`src/rtl/noc_pkg.sv`:
```
// Shared NoC definitions: flit format, default buffer depth and router port names.
package noc_pkg;

    parameter int unsigned FLIT_W    = 34;
    parameter int unsigned BUF_DEPTH = 4;

    typedef logic [FLIT_W-1:0] flit_t;

    typedef enum logic [2:0] {
        PortN,
        PortS,
        PortE,
        PortW,
        PortL
    } port_e;

endpackage

```
`src/rtl/flit_fifo.sv`:
```
// Flit storage with wrap-bit pointers; occupancy flags derive purely from registered pointers.
module flit_fifo #(
    parameter int unsigned FLIT_W = noc_pkg::FLIT_W,
    parameter int unsigned DEPTH  = noc_pkg::BUF_DEPTH,
    localparam int unsigned AW    = $clog2(DEPTH),
    localparam int unsigned PW    = AW + 1
) (
    input  logic              clk,
    input  logic              rst,
    input  logic              wr_en_i,
    input  logic              rd_en_i,
    input  logic [FLIT_W-1:0] wdata_i,
    output logic [FLIT_W-1:0] rdata_o,
    output logic              empty_o,
    output logic              full_o,
    output logic [PW-1:0]     count_o
);

    logic [FLIT_W-1:0] mem_q [DEPTH];
    logic [PW-1:0]     wr_ptr_q, wr_ptr_d;
    logic [PW-1:0]     rd_ptr_q, rd_ptr_d;

    always_comb begin
        wr_ptr_d = wr_ptr_q;
        rd_ptr_d = rd_ptr_q;
        if (wr_en_i) wr_ptr_d = wr_ptr_q + PW'(1);
        if (rd_en_i) rd_ptr_d = rd_ptr_q + PW'(1);
    end

    always_ff @(posedge clk or posedge rst) begin
        if (rst) begin
            wr_ptr_q <= '0;
            rd_ptr_q <= '0;
        end else begin
            wr_ptr_q <= wr_ptr_d;
            rd_ptr_q <= rd_ptr_d;
        end
    end

    // Storage is deliberately left out of reset.
    always_ff @(posedge clk) begin
        if (wr_en_i) mem_q[wr_ptr_q[AW-1:0]] <= wdata_i;
    end

    assign rdata_o = mem_q[rd_ptr_q[AW-1:0]];
    assign empty_o = (wr_ptr_q == rd_ptr_q);
    assign full_o  = (wr_ptr_q[AW] != rd_ptr_q[AW]) && (wr_ptr_q[AW-1:0] == rd_ptr_q[AW-1:0]);
    assign count_o = wr_ptr_q - rd_ptr_q;

endmodule

```
`src/rtl/input_buffer_credit.sv`:
```
// Router input port buffer: gates accesses, returns one credit per consumed flit, flags overflow.
module input_buffer_credit #(
    parameter int unsigned FLIT_W = noc_pkg::FLIT_W,
    parameter int unsigned DEPTH  = noc_pkg::BUF_DEPTH,
    localparam int unsigned CW    = $clog2(DEPTH) + 1
) (
    input  logic              clk,
    input  logic              rst,
    input  logic [FLIT_W-1:0] flit_i,
    input  logic              valid_i,
    input  logic              read_i,
    output logic [FLIT_W-1:0] flit_o,
    output logic              empty_o,
    output logic              full_o,
    output logic [CW-1:0]     count_o,
    output logic              credit_o,
    output logic              ovf_err_o
);

    logic wr_acc, rd_acc;
    logic credit_q, credit_d;
    logic ovf_q, ovf_d;

    // A read at full frees the slot the concurrent write lands in.
    assign rd_acc = read_i && !empty_o;
    assign wr_acc = valid_i && (!full_o || read_i);

    flit_fifo #(
        .FLIT_W (FLIT_W),
        .DEPTH  (DEPTH)
    ) u_fifo (
        .clk     (clk),
        .rst     (rst),
        .wr_en_i (wr_acc),
        .rd_en_i (rd_acc),
        .wdata_i (flit_i),
        .rdata_o (flit_o),
        .empty_o (empty_o),
        .full_o  (full_o),
        .count_o (count_o)
    );

    always_comb begin
        credit_d = rd_acc;
        ovf_d    = ovf_q || (valid_i && full_o && !read_i);
    end

    always_ff @(posedge clk or posedge rst) begin
        if (rst) begin
            credit_q <= 1'b0;
            ovf_q    <= 1'b0;
        end else begin
            credit_q <= credit_d;
            ovf_q    <= ovf_d;
        end
    end

    assign credit_o  = credit_q;
    assign ovf_err_o = ovf_q;

endmodule

```
`config.mk`:
```
export PLATFORM = sky130hd
export DESIGN_NAME = input_buffer_credit
export DESIGN_NICKNAME = d
export VERILOG_FILES = /design/src/rtl/noc_pkg.sv /design/src/rtl/flit_fifo.sv /design/src/rtl/input_buffer_credit.sv
export SDC_FILE = /design/constraint.sdc
export NUM_CORES = 1
export LEC_CHECK = 0
export ABC_AREA = 1
export BUFFER_PORTS_ARGS = -buffer_cell sky130_fd_sc_hd__clkbuf_2
export CORE_UTILIZATION = 55
export DETAILED_ROUTE_END_ITERATION = 10
export GPL_ROUTABILITY_DRIVEN = 1
export PLACE_DENSITY = 0.85
export SYNTH_ARGS = -nofsm -noshare
export SYNTH_HDL_FRONTEND = slang
export SYNTH_SLANG_ARGS = --single-unit
```
`constraint.sdc`:
```
create_clock -name clk -period 3.5 [get_ports clk]
set_input_delay 0.35 -clock clk [delete_from_list [all_inputs] [get_ports clk]]
set_output_delay 0.35 -clock clk [all_outputs]
set_load 0.01 [all_outputs]
```
==> results of run 1 <==
==> Yosys cell counts, drive strengths merged <==
| cell | instances | area [um^2] |
|---|---|---|
| inv | 20 | 77.6 |
| ha | 7 | 87.6 |
| o21bai | 1 | 7.51 |
| buf | 18 | 126 |
| fa | 1 | 20.0 |
| edfxtp | 136 | 4080 |
| nand3 | 7 | 40.0 |
| clkbuf | 3 | 15.0 |
| o21ai | 68 | 340 |
| xor2 | 1 | 8.76 |
| nor2 | 72 | 295 |
| dfrtp | 8 | 200 |
| o22ai | 34 | 275 |
| nand2 | 21 | 88.8 |
| xnor2 | 1 | 8.76 |
==> registers in the layout, indices dropped and copies added, names as in the netlist <==
signal,flops
u_fifo.wr_ptr_q,3
u_fifo.mem_q,136
ovf_err_o,1
credit_o,1
u_fifo.rd_ptr_q,3
==> cell type report <==
cell class,instances,area (um^2)
clock buffers,17,414
multi-input cells,213,1190
clock inverters,14,191
well taps,133,166
flip-flops and latches,144,4290
repair buffers,87,498
inverters,20,77.6
fillers,667,3080
==> cells in the final DEF, fill, tap and decap left out <==
cell type      netlist  final
edfxtp_1           136    136
clkbuf_2             3     78
o21ai_0             68     68
nor2_1              62     59
o22ai_1             24     24
inv_1               18     17
nand2_1             17     17
clkbuf_16            0     16
nor2_2              10     10
o22ai_2             10     10
ha_1                 7      7
dfrtp_1              8      7
nand3_1              6      6
buf_4                1      5
nand2_2              4      4
bufinv_16            0      4
nor2_4               0      3
clkinv_4             0      3
clkinvlp_4           0      3
buf_12               1      3
clkinv_1             0      2
clkinv_2             0      2
nand3_2              1      1
inv_4                1      1
inv_2                1      1
xnor2_1              1      1
o21bai_1             1      1
xor2_1               1      1
fa_1                 1      1
clkbuf_8             0      1
inv_6                0      1
dlygate4sd3_1        0      1
dfrtp_2              0      1
==> report_power, final <==
group	leakage [nW]	internal (mW)	total, mW	switching [mW]
sequential	1.34	2.29	2.45	0.163
combinational	0.914	0.723	2.13	1.40
clock	0.288	1.15	1.82	0.665
total	2.54	4.16	6.39	2.23
==> worst max path at each step <==
stage                                         end  slack [ns]  depth (start not counted)
floorplan            u_fifo.mem_q[2][0]$_DFFE_PP_        0.34                          8
global placement     u_fifo.mem_q[3][7]$_DFFE_PP_        0.96                          7
detailed placement  u_fifo.mem_q[3][32]$_DFFE_PP_        0.84                          7
CTS                                     flit_o[1]        0.77                          4
global route                            flit_o[1]        0.58                          4
finish                                  flit_o[1]        0.75                          4
==> per-layer routing <==
| metal | vias to the layer above | GRT usage [%] | part of all wire, % |
|---|---|---|---|
| met3 | 26 | 4.59 | 6.6 |
| met2 | 170 | 38.3 | 52 |
| li1 | 1625 | - | - |
| met4 | 0 | 12.0 | 2.2 |
| met1 | 1766 | 28.3 | 39 |
| met5 | - | 0 | 0 |
==> per-stage QoR <==
step | utilization (%) | worst slack, ns | power [mW]
floorplan | - | 0.335 | 3.84
global placement | 62.7 | 0.958 | 4.50
detailed placement | 62.7 | 0.844 | 4.57
CTS | 68.9 | 0.768 | 6.42
global route | 68.9 | 0.577 | 6.71
finish | 68.9 | 0.751 | 6.39
==> worst max-delay path, stage by stage, from the launching register on <==
cell      delay [ns]
dfrtp_2         0.62
inv_4           0.60
o21ai_0         0.20
o22ai_1         0.25
clkbuf_2        0.19
==> kinds of logic (layout without fill, tap and decap cells) <==
| family | Yosys count | count (layout) | synth area share, % |
|---|---|---|---|
| compound gates | 103 | 103 | 11.0 |
| fa+ha+maj | 8 | 8 | 1.90 |
| simple gates | 100 | 100 | 7.47 |
| xor+xnor | 2 | 2 | 0.309 |
| flops | 144 | 144 | 75.5 |
| buf+inv | 41 | 138 | 3.86 |
==> what timing repair did <==
action / CTS / global route
endpoints found under the hold margin: 8 / 0
hold buffers: 1 / 0
resized for setup: 0 / 0
==> impl_metrics.csv, run 1 <==
group,metric,value,unit
sta,final_hold_viol_count,0,
pwr,power.density,936,nW/um^2
worst_setup_path,reg2reg_from,"u_fifo.rd_ptr_q[0]$_DFFE_PP0P_",
clock_tree,cts_setup_buffers,0,
yosys,synth_cells,398,
global_route,grt_pass1_wl,18.4,mm
sta,relSlewSlack,55.1,%
route,drt_first_pass_iters,5,
worst_setup_path,startpoint,"u_fifo.rd_ptr_q[0]$_DFFE_PP0P_",
place,dp_cells,596,
final_layout,drive_gt1_share,29.7,%
hold_path,min_path_cells,1,
run_status,status,"completed",
yosys,syn_area_per_cell,14.3,um^2
worst_setup_path,cp-end-kind,"output port",
place,portBuffers,78,
sta,final_max_slew_viol_count,0,
place,place.gp.congestion,0.774,
sta,timing.hold.ws,0.0634,ns
worst_setup_path,worstRegToRegCells,7,
pwr,peakVddDrop,0.000491,V
final_layout,syn2layout_area_growth,20.3,%
yosys,syn_nets,444,
die,start_util,57.3,%
clock_tree,clock_latency,0.51,ns
clock_tree,clk_pin_slew,0.06,ns
die,io_pins,79,
run,drv_cap,0,
sta,final.min_clock_period,2.75,ns
yosys,synth_seq_cells,144,
die,die_w,104,um
global_route,antenna_found_initial,0,
clock_tree,cts.sinks,144,
global_route,grt-ovfl-total,0,
route,wl,11.7,mm
worst_setup_path,worstPathMaxFanout,69,
die,dieArea,10700,um^2
yosys,ys_types,24,
worst_setup_path,crit_arrival,2.40,ns
yosys,synth_seq_area_share,75.5,%
hold_path,hp-class,"input port to flop",
sta,setup_tns,0,ns
final_layout,fin_area,6830,um^2
worst_setup_path,r2r_slack,0.78,ns
final_layout,instances_no_fill,628,
global_route,grt_max_degree,70,
place,dp_hpwl,6.87,mm
sta,min_period_over_period,78.5,%
route,wl_per_cell,18.6,um
clock_tree,h-tree-depth,4,
die,die_h,104,um
clock_tree,cts_tree,"yes",
hold_path,min_to,"u_fifo.mem_q[1][2]$_DFFE_PP_",
sta,rsz0062_at_grt,"no",
route,vias_per_cell,5.71,
global_route,grt_use_total,22.9,%
clock_tree,cts_inserted_buffers,17,
worst_setup_path,reg2reg_to,"u_fifo.mem_q[3][6]$_DFFE_PP_",
sta,max_freq,0.364,GHz
worst_setup_path,path_class,"flop to output port",
route,vias,3587,
final_layout,antennaDiodeCount,0,
die,rows,36,
route,drc,0,
sta,tightest_slew,0.674,ns
worst_setup_path,worstPathRequired,3.15,ns
hold_path,hold_start,"flit_i[2]",
sta,finalSetupViolCount,0,
yosys,yosys_warnings,0,
place,dpl_cell_area,6210,um^2
yosys,synth_area,5680,um^2
clock_tree,clock_path_buffers,2,
global_route,grt_pass1_vias,3674,
route,antenna_left,0,
pwr,p_leak,2.54,nW
clock_tree,cts_root_buf,"clkbuf_8",
sta,clock_skew,0.00575,ns
die,coreArea,9910,um^2
worst_setup_path,cp-start-kind,"flop",
route,drt_iter0_drc,284,
final_layout,final_nets,529,
Note: power is estimated with default switching activity, not from simulation.
==> inputs of run 2 (changes only) <==
==> constraint.sdc (replaced) <==
create_clock -name clk -period 2.8 [get_ports clk]
set_input_delay 0.28 -clock clk [delete_from_list [all_inputs] [get_ports clk]]
set_output_delay 0.28 -clock clk [all_outputs]
set_load 0.01 [all_outputs]
==> run 2 against run 1 <==
  * Routed wire length rose by 1.1%
  * Clock skew rose by 0.00091 ns
  * Worst hold slack improved by 0.0051 ns
  * Via count rose by 1.8%
==> impl_metrics.csv, run 2 (same netlist as run 1, synthesis figures left out) <==
group,metric,value,unit
worst_setup_path,crit_arrival,2.22,ns
final_layout,post-route-util,71.8,%
global_route,grt_max_degree,71,
route,drc,0,
clock_tree,cts_inserted_buffers,17,
worst_setup_path,cp-end-kind,"output port",
sta,final.min_clock_period,2.50,ns
hold_path,hp-class,"input port to flop",
route,wl,11.8,mm
worst_setup_path,path_class,"flop to output port",
sta,min_period_over_period,89.1,%
run_status,status,"completed",
place,dp_hpwl,6.71,mm
clock_tree,cts_tree,"yes",
worst_setup_path,r2r_slack,0.55,ns
final_layout,antennaDiodeCount,0,
sta,relSlewSlack,53.3,%
final_layout,syn2layout_area_growth,25.4,%
die,die_h,104,um
place,dp_slack,0.617,ns
place,dpl_cell_area,6200,um^2
sta,max_freq,0.401,GHz
die,rows,36,
route,drt_iter0_drc,277,
route,wl_per_cell,17.7,um
sta,rsz0062_at_grt,"no",
clock_tree,cts.sinks,144,
clock_tree,clock_latency,0.52,ns
worst_setup_path,cp-start-kind,"flop",
sta,fin_ws,0.305,ns
final_layout,final_nets,565,
final_layout,drive_gt1_share,27.8,%
sta,clock_skew,0.00666,ns
route,drt_first_pass_iters,5,
sta,timing.hold.ws,0.0685,ns
place,place.gp.congestion,0.818,
global_route,antenna_found_initial,0,
worst_setup_path,worstPathRequired,2.52,ns
clock_tree,cts_root_buf,"clkbuf_8",
sta,setup_tns,0,ns
sta,final_max_slew_viol_count,0,
die,coreArea,9910,um^2
die,io_pins,79,
clock_tree,clock_path_buffers,2,
clock_tree,clk_pin_slew,0.06,ns
pwr,power.density,1100,nW/um^2
final_layout,fillers,655,
sta,final_hold_viol_count,0,
pwr,peakVddDrop,0.000532,V
final_layout,multiInputGateArea,1190,um^2
final_layout,largest_reg_flops,136,
clock_tree,h-tree-depth,4,
pwr,p_leak,2.67,nW
global_route,grt_pass1_wl,18.6,mm
place,portBuffers,78,
final_layout,layout_common_cells,"136 x edfxtp_1, 78 x clkbuf_2, 68 x o21ai_0",
run,drv_cap,0,
final_layout,final_common_cell,"edfxtp_1",
route,vias,3652,
global_route,grt_use_total,23.2,%
route,vias_per_cell,5.49,
global_route,grt_pass1_vias,3713,
die,die_w,104,um
final_layout,seqCellArea,4290,um^2
sta,finalSetupViolCount,0,
global_route,grt-ovfl-total,0,
sta,tightest_slew,0.701,ns
die,start_util,57.3,%
die,dieArea,10700,um^2
route,antenna_left,0,
worst_setup_path,worstPathMaxFanout,70,
final_layout,fin_area,7110,um^2
clock_tree,cts_resized,0,
run 2: what timing repair did:
item / 4_1_cts / 5_1_grt
hold endpoints to repair: 144 / 0
hold buffers: 35 / 0
setup buffers: 0 / 0
setup endpoints to repair: 0 / 0
run 2: worst paths after layout:
kind,to,start,cells after the start
worst max-delay path,flit_o[4],u_fifo.rd_ptr_q[0]$_DFFE_PP0P_,4
worst min-delay path,u_fifo.rd_ptr_q[2]$_DFFE_PP0P_,read_i,3
worst max register to register,u_fifo.mem_q[2][5]$_DFFE_PP_,u_fifo.wr_ptr_q[0]$_DFFE_PP0P_,8
worst min register to register,ovf_err_o$_DFF_PP0_,ovf_err_o$_DFF_PP0_,1
max in group asynchronous,u_fifo.rd_ptr_q[0]$_DFFE_PP0P_,rst,3
min in group asynchronous,u_fifo.rd_ptr_q[2]$_DFFE_PP0P_,rst,3
run 2: cell type report:
class	instances	area share, %
inverters	20	1.09
multi-input cells	213	16.8
repair buffers	123	11.6
flip-flops and latches	144	60.2
clock inverters	13	1.97
well taps	133	2.34
clock buffers	19	5.93
run 2: routing by layer:
layer,global-route usage (%),wire length (um)
met1,27.1,4630
met2,40.9,6090
met3,6.92,879
met4,7.87,180
met5,0,0
run 2: critical path, cell delays in order (launching register included):
cell and delay (ns):
dfrtp_2 0.41, buf_4 0.53, o21ai_0 0.19, o22ai_1 0.32
clkbuf_2 0.20
run 2: power by group:
part / switching, mW / internal, mW
clock network: 0.855 / 1.27
logic: 1.80 / 0.924
registers: 0.139 / 2.86
run 2: per-stage QoR:
step | total power [mW] | cells
floorplan | 4.80 | 398
global placement | 5.62 | 598
detailed placement | 5.71 | 598
CTS | 7.89 | 665
global route | 8.25 | 665
finish | 7.85 | 665
==> inputs of run 3 (changes only) <==
--- a/config.mk
+++ b/config.mk
@@ -10,7 +10,7 @@
 export CORE_UTILIZATION = 55
 export DETAILED_ROUTE_END_ITERATION = 10
 export GPL_ROUTABILITY_DRIVEN = 1
-export PLACE_DENSITY = 0.85
+export PLACE_DENSITY = 0.77
 export SYNTH_ARGS = -nofsm -noshare
 export SYNTH_HDL_FRONTEND = slang
 export SYNTH_SLANG_ARGS = --single-unit
==> run 3 against run 2 <==
  * Critical path depth unchanged
  * Core utilization down 0.14 points
  * Routed wire length about the same
  * Largest power group unchanged
  * First-iteration DRC count down 10%
  * Sequential cell count unchanged
  * Clock skew up 0.0019 ns
  * Global-route usage up 0.21 points
  * Sequential power about the same
  * Final area down 0.19%
  * Sequential share of layout area up 0.12 points
  * Combinational power about the same
  * Critical endpoint is now flit_o[3]
  * Largest cell class unchanged
  * Setup slack worse by 0.011 ns
==> impl_metrics.csv, run 3 (same netlist as run 1, synthesis figures left out) <==
group,metric,value,unit
sta,tightest_slew,0.730,ns
pwr,power.density,1100,nW/um^2
pwr,p_leak,2.66,nW
run,drv_cap,0,
global_route,antenna_found_initial,0,
route,vias_per_cell,5.55,
sta,final_hold_viol_count,0,
die,io_pins,79,
route,vias,3684,
die,dieArea,10700,um^2
pwr,peakVddDrop,0.000674,V
sta,final_max_slew_viol_count,0,
sta,clock_skew,0.00857,ns
final_layout,final_common_cell,"edfxtp_1",
route,wl,11.8,mm
final_layout,final_nets,564,
sta,finalSetupViolCount,0,
route,wl_per_cell,17.8,um
final_layout,syn2layout_area_growth,25.1,%
route,drt_iter0_drc,248,
sta,final.min_clock_period,2.51,ns
die,rows,36,
sta,relSlewSlack,51.4,%
sta,max_freq,0.399,GHz
global_route,grt_pass1_wl,18.9,mm
die,die_h,104,um
route,drc,0,
worst_setup_path,worstPathRequired,2.52,ns
clock_tree,cts_tree,"yes",
run_status,status,"completed",
die,start_util,57.3,%
die,coreArea,9910,um^2
final_layout,post-route-util,71.7,%
clock_tree,clock_path_buffers,2,
final_layout,fin_area,7100,um^2
worst_setup_path,cp-end-kind,"output port",
global_route,grt_pass1_vias,3852,
clock_tree,cts_inserted_buffers,17,
worst_setup_path,r2r_slack,0.59,ns
global_route,grt-ovfl-total,0,
sta,min_period_over_period,89.5,%
global_route,grt_use_total,23.4,%
hold_path,hp-class,"input port to flop",
sta,rsz0062_at_grt,"no",
clock_tree,clk_pin_slew,0.06,ns
route,antenna_left,0,
sta,timing.hold.ws,0.0566,ns
worst_setup_path,path_class,"flop to output port",
worst_setup_path,worstPathMaxFanout,70,
place,dp_hpwl,6.43,mm
final_layout,layout_common_cells,"136 x edfxtp_1, 78 x clkbuf_2, 68 x o21ai_0",
clock_tree,clock_latency,0.53,ns
final_layout,drive_gt1_share,27.1,%
die,die_w,104,um
global_route,grt_max_degree,71,
clock_tree,cts_setup_buffers,0,
clock_tree,cts_root_buf,"clkbuf_8",
place,dpl_cell_area,6210,um^2
final_layout,largest_reg_flops,136,
place,place.gp.congestion,0.754,
route,drt_first_pass_iters,5,
place,portBuffers,78,
clock_tree,cts.sinks,144,
clock_tree,h-tree-depth,4,
worst_setup_path,crit_arrival,2.23,ns
worst_setup_path,cp-start-kind,"flop",
final_layout,antennaDiodeCount,0,
run 3: through the flow:
stage | std cells | power, mW | TNS [ns] | setup WS, ns
6_report | 664 | 7.79 | 0 | 0.294
5_1_grt | 664 | 8.23 | 0 | 0.158
4_1_cts | 664 | 7.80 | 0 | 0.352
3_5_place_dp | 597 | 5.70 | 0 | 0.624
3_3_place_gp | 597 | 5.64 | 0 | 0.684
2_1_floorplan | 398 | 4.80 | -37.20 | -0.365
run 3: power breakdown:
part	leakage [nW]	internal, mW	total [mW]	switching (mW)
Sequential	1.34	2.86	3.00	0.140
Combinational	1.06	0.927	2.72	1.80
Clock	0.258	1.25	2.07	0.818
run 3: per-layer routing:
| layer | vias up | share of wire (%) | routed length [um] | track usage (%) |
|---|---|---|---|---|
| li1 | 1704 | - | - | - |
| met1 | 1804 | 41 | 4810 | 28.2 |
| met2 | 158 | 52 | 6080 | 39.6 |
| met3 | 18 | 6.1 | 719 | 6.48 |
| met4 | 0 | 1.6 | 185 | 10.2 |
| met5 | - | 0 | 0 | 0 |
run 3: cell type report:
type	instances	area (um^2)
Sequential cell	144	4290
Clock inverter	12	118
Multi-Input combinational cell	213	1190
Fill cell	657	2810
Timing Repair Buffer	122	833
Clock buffer	20	425
Tap cell	133	166
Inverter	20	77.6
run 3: critical path: stages, from the launching register on:
cell and delay, ns:
dfrtp_2 0.40, buf_4 0.54, o21ai_0 0.20, o22ai_1 0.32, clkbuf_2 0.21
run 3: final timing paths:
path / to / cells after the start / start
worst max register to register: u_fifo.mem_q[1][12]$_DFFE_PP_ / 8 / u_fifo.wr_ptr_q[0]$_DFFE_PP0P_
worst min register to register: u_fifo.wr_ptr_q[2]$_DFFE_PP0P_ / 2 / u_fifo.wr_ptr_q[2]$_DFFE_PP0P_
min in group asynchronous: ovf_err_o$_DFF_PP0_ / 3 / rst
worst max-delay path: flit_o[3] / 4 / u_fifo.rd_ptr_q[0]$_DFFE_PP0P_
max in group asynchronous: u_fifo.rd_ptr_q[0]$_DFFE_PP0P_ / 3 / rst
worst min-delay path: u_fifo.rd_ptr_q[2]$_DFFE_PP0P_ / 3 / read_i
run 3: what timing repair did:
action	in CTS	in global routing
gates resized for setup	0	0
hold buffers	35	0
endpoints found under the hold margin	144	0
endpoints found under the setup margin	0	0
